<file path="src/rtl/alu_pkg.sv">
// Shared ALU opcodes and the multiply sequencer state type, used by every ALU client
// and the arbiter.
package alu_pkg;

   localparam logic [3:0] ALU_LD   = 4'd0;
   localparam logic [3:0] ALU_AND  = 4'd1;
   localparam logic [3:0] ALU_OR   = 4'd2;
   localparam logic [3:0] ALU_XOR  = 4'd3;
   localparam logic [3:0] ALU_ADD  = 4'd4;
   localparam logic [3:0] ALU_SUB  = 4'd5;
   localparam logic [3:0] ALU_INK  = 4'd6;
   localparam logic [3:0] ALU_NOT  = 4'd7;
   localparam logic [3:0] ALU_ADDC = 4'd8;
   localparam logic [3:0] ALU_SUBC = 4'd9;

   typedef enum logic [1:0] {
      IDLE = 2'd0,
      RUN  = 2'd1,
      DONE = 2'd2
   } seq_state_e;

endpackage

</file>
<file path="src/rtl/alu_mul_seq.sv">
// Unsigned shift-and-add multiplier that borrows the shared ALU for one ADD per
// multiplier bit, stalling whenever the arbiter withholds the grant.
module alu_mul_seq
   import alu_pkg::*;
#(
   parameter int unsigned DATA_W = 8
) (
   input  logic                  clk,
   input  logic                  rst,
   input  logic                  start,
   input  logic [DATA_W-1:0]     mcand,
   input  logic [DATA_W-1:0]     mplier,
   output logic                  busy,
   output logic                  done,
   output logic [2*DATA_W-1:0]   result,
   output logic                  alu_req,
   input  logic                  alu_gnt,
   output logic [DATA_W-1:0]     alu_a,
   output logic [DATA_W-1:0]     alu_b,
   output logic [3:0]            alu_op,
   output logic                  alu_c_in,
   input  logic [DATA_W-1:0]     alu_out,
   input  logic                  alu_c
);

   localparam int unsigned CNT_W = (DATA_W > 1) ? $clog2(DATA_W) : 1;
   localparam logic [CNT_W-1:0] CNT_LAST = CNT_W'(DATA_W - 1);

   seq_state_e r_state;
   seq_state_e w_state_nxt;

   logic [DATA_W-1:0]   r_hi;
   logic [DATA_W-1:0]   r_lo;
   logic [DATA_W-1:0]   r_mc;
   logic [CNT_W-1:0]    r_cnt;
   logic [2*DATA_W-1:0] r_result;
   logic                r_done;

   always_ff @(posedge clk or posedge rst) begin
      if (rst) begin
         r_state <= IDLE;
      end else begin
         r_state <= w_state_nxt;
      end
   end

   always_comb begin
      w_state_nxt = r_state;
      unique case (r_state)
         IDLE:    if (start) w_state_nxt = RUN;
         RUN:     if (alu_gnt && (r_cnt == CNT_LAST)) w_state_nxt = DONE;
         DONE:    w_state_nxt = IDLE;
         default: w_state_nxt = IDLE;
      endcase
   end

   always_comb begin
      busy    = (r_state == RUN) || (r_state == DONE);
      alu_req = (r_state == RUN);
      alu_op  = (r_state == RUN) ? ALU_ADD : ALU_LD;
   end

   // Each step shifts the (DATA_W+1)-bit partial sum right by one across hi:lo.
   always_ff @(posedge clk or posedge rst) begin
      if (rst) begin
         r_hi     <= '0;
         r_lo     <= '0;
         r_mc     <= '0;
         r_cnt    <= '0;
         r_result <= '0;
         r_done   <= 1'b0;
      end else begin
         r_done <= (r_state == DONE);
         unique case (r_state)
            IDLE: begin
               if (start) begin
                  r_hi  <= '0;
                  r_lo  <= mplier;
                  r_mc  <= mcand;
                  r_cnt <= '0;
               end
            end
            RUN: begin
               if (alu_gnt) begin
                  r_hi  <= {alu_c, alu_out[DATA_W-1:1]};
                  r_lo  <= {alu_out[0], r_lo[DATA_W-1:1]};
                  r_cnt <= r_cnt + 1'b1;
               end
            end
            DONE: begin
               r_result <= {r_hi, r_lo};
            end
            default: ;
         endcase
      end
   end

   assign alu_a    = r_hi;
   assign alu_b    = r_lo[0] ? r_mc : '0;
   assign alu_c_in = 1'b0;
   assign done     = r_done;
   assign result   = r_result;

endmodule

</file>
<file path="config.mk">
export PLATFORM = sky130hd
export DESIGN_NAME = alu_mul_seq
export DESIGN_NICKNAME = d
export VERILOG_FILES = /design/src/rtl/alu_pkg.sv /design/src/rtl/alu_mul_seq.sv
export SDC_FILE = /design/constraint.sdc
export NUM_CORES = 1
export LEC_CHECK = 0
export ABC_AREA = 1
export CAP_MARGIN = 30
export CORE_UTILIZATION = 46
export CTS_CLUSTER_DIAMETER = 80
export DETAILED_ROUTE_END_ITERATION = 16
export PLACE_DENSITY = 0.87
export SKIP_CTS_REPAIR_TIMING = 1
export SYNTH_ARGS = -nofsm -noshare
export SYNTH_HDL_FRONTEND = slang
export SYNTH_SLANG_ARGS = --single-unit
</file>
<file path="constraint.sdc">
create_clock -name clk -period 2 [get_ports clk]
set_input_delay 0.3 -clock clk [delete_from_list [all_inputs] [get_ports clk]]
set_output_delay 0.3 -clock clk [all_outputs]
set_load 0.01 [all_outputs]
</file>
==> flow_metrics.env <==
export IMPL_dieArea_um2=5100
export IMPL_overflow=0
export IMPL_clock_skew_ps=5.11
export IMPL_vias=1829
export IMPL_met3_usage_pct=3.38
export IMPL_rsz0062_at_grt="no"
export IMPL_hold_viol=0
export IMPL_path_delay_family="buffers and inverters"
export IMPL_p_clk_share_pct=16.6
export IMPL_seq_power_share_pct=40.1
export IMPL_path_clk_slew_ps=80
export IMPL_ys_warn_count=0
export IMPL_yosysUniqueCellTypes=17
export IMPL_leakage_nw=1.64
export IMPL_p_per_area_nw_per_um2=1160
export IMPL_busiest_layer="met2"
export IMPL_antenna_found_initial=0
export IMPL_drtPass1Iterations=11
export IMPL_crit_path_max_fanout=4
export IMPL_power_frac_comb_pct=43.2
export IMPL_synthToLayoutAreaGrowth_pct=34.5
export IMPL_boundaryPins=69
export IMPL_fmax_ghz=0.524
export IMPL_crit_chain="inv_1 > ha_1 > clkdlybuf4s50_1"
export IMPL_insertedDiodeCount=0
export IMPL_instances_no_fill=370
export IMPL_grt_util_met1_pct=29.7
export IMPL_root_buffer="clkbuf_8"
export IMPL_switchingPower_w=0.00133
export IMPL_initial_utilization_pct=49.2
export IMPL_drc=5
export IMPL_avgSynthCellArea_um2=8.79
export IMPL_grt_pass1_vias=1776
export IMPL_setup_violations_final=0
export IMPL_synth_area_um2=2220
export IMPL_dp_hpwl_um=3390
export IMPL_ant_nets=0
export IMPL_grt_pass1_wl_um=8330
export IMPL_path_buf_inv=2
export IMPL_ys_seq_area_share_pct=51.9
export IMPL_failed_checks="DRC"
export IMPL_cts_tree="yes"
export IMPL_critPathMaxStageDelay_ps=590
export IMPL_routabilityCongestion=0.802
export IMPL_finalPower_w=0.00345
export IMPL_clock_latency_ps=290
export IMPL_synth_seq_cells=46
export IMPL_cp_end_kind="output pin"
export IMPL_drive_gt1_share_pct=11.9
export IMPL_critPathKind="flip-flop to output pin"
export IMPL_vias_per_cell=4.94
export IMPL_grt_max_degree=47
export IMPL_cpMaxStageDelayCell="clkdlybuf4s50_1"
export IMPL_final_setup_tns_ps=0
export IMPL_drv_cap=0
export IMPL_gr_usage_all_layers_pct=21.0
export IMPL_status="finished with violations"
export IMPL_die_h_um=71.4
export IMPL_fin_crit_sh_pct=95.4
export IMPL_numPortBuffers=64
export IMPL_die_w_um=71.4
export IMPL_cts_buffers=5
export IMPL_routed_wl_um=4730
export IMPL_min_delay_path_class="input port to asynchronous set/reset pin"
export IMPL_crit_path_start_kind="flip-flop"
export IMPL_nNetsFinal=352
export IMPL_switching_share_pct=38.6
export IMPL_slew_viol_final=0
export IMPL_post_route_min_period_ps=1910
export IMPL_peakVddDrop_mv=0.560
export IMPL_cts_sinks=46
export IMPL_dpl_cell_count=362
export IMPL_worstPathArrival_ps=1610
export IMPL_internal_power_w=0.00212
export IMPL_grt_met2_usage_pct=32.7
export IMPL_rows=24
export IMPL_clockBufferDepth=2
export IMPL_coreArea_um2=4500
export IMPL_cp_data_required_time_ps=1700
export IMPL_drt_wirelength_per_cell_um=12.8
export IMPL_synthCells=252
export IMPL_first_iter_violations=264
export IMPL_htree_levels=2
==> per-stage QoR <==
| step | area (um2) | setup WS [ps] | hold WS [ps] | util (%) |
|---|---|---|---|---|
| after global placement | 2890 | 351 | 455 | 64.1 |
| final | 2980 | 91.3 | 353 | 66.2 |
| after global routing | 2980 | 14.8 | 388 | 66.2 |
| after floorplan | 2230 | 520 | 433 | - |
| after detailed placement | 2890 | 265 | 459 | 64.1 |
| after CTS | 2980 | 73.2 | 362 | 66.2 |
==> Yosys cell counts (all sizes together) <==
library cell,count,area share [%]
clkbuf,1,0.17
nand3,29,7.1
nand2,105,18
nand4,2,0.56
mux2,16,8.1
inv,26,4.4
ha,6,3.4
buf,16,5.1
dfrtp,46,52
nor2,4,1.0
conb,1,0.17
==> worst paths after layout <==
| kind | cells past startpoint | from | slack, ps | end |
|---|---|---|---|---|
| worst max-delay path | 3 | r_state[1] | 90 | alu_req |
| max in group asynchronous | 3 | rst | 1440 | alu_a[4] |
| worst max register to register | 8 | r_state[1] | 230 | r_lo[5] |
| min in group clk | 2 | r_mc[4] | 480 | r_mc[4] |
| worst min register to register | 2 | r_mc[4] | 480 | r_mc[4] |
| worst min-delay path | 3 | rst | 350 | r_lo[2] |
==> layout by cell type, fill, tap and decap left out <==
| master | count |
|---|---|
| buf_12 | 1 |
| buf_4 | 7 |
| clkbuf_1 | 1 |
| clkbuf_8 | 6 |
| clkdlybuf4s50_1 | 64 |
| clkinv_2 | 1 |
| conb_1 | 4 |
| dfrtp_1 | 46 |
| ha_1 | 6 |
| inv_1 | 23 |
| inv_2 | 3 |
| mux2_2 | 16 |
| nand2_1 | 103 |
| nand2_2 | 2 |
| nand3_1 | 28 |
| nand3_4 | 1 |
| nand4_1 | 2 |
| nor2_1 | 3 |
| nor2_4 | 1 |
==> metal layers <==
metal / part of all wire [%] / vias up
met4: 1.9 / 0
met2: 49 / 62
li1: - / 893
met3: 4.7 / 7
met1: 45 / 867
met5: 0 / -
==> cells by family (layout without fill, tap and decap cells) <==
logic type / Yosys count / after routing / synth area share (%)
fa+ha+maj: 6 / 6 / 3.39
mux: 16 / 16 / 8.13
simple gates: 140 / 140 / 26.7
flops: 46 / 46 / 51.9
other cells: 1 / 4 / 0.169
buf+inv: 43 / 106 / 9.66
==> power groups by stage <==
stage / registers, W / logic (W) / clock network [W]
2_1_floorplan: 0.00136 / 0.00100 / 0
3_3_place_gp: 0.00138 / 0.00144 / 0
3_5_place_dp: 0.00139 / 0.00150 / 0
4_1_cts: 0.00138 / 0.00151 / 0.000587
5_1_grt: 0.00141 / 0.00170 / 0.000623
6_report: 0.00138 / 0.00149 / 0.000574
==> sequential cells by signal, indices dropped and copies added (netlist names) <==
register	count
alu_a	8
r_cnt	3
r_mc	8
r_lo	8
done	1
result	16
r_state	2
==> cell type report <==
type / count / area (um2)
inverters: 26 / 97.6
flip-flops and latches: 46 / 1150
well taps: 52 / 65.1
clock buffers: 7 / 86.3
fillers: 386 / 1520
clock inverters: 1 / 5.00
multi-input cells: 166 / 862
repair buffers: 72 / 713
==> worst min-delay path: stages <==
cell             delay [ps]
clkdlybuf4s50_1         410
inv_2                    70
buf_12                  240
(Power assumes the default switching activity.)
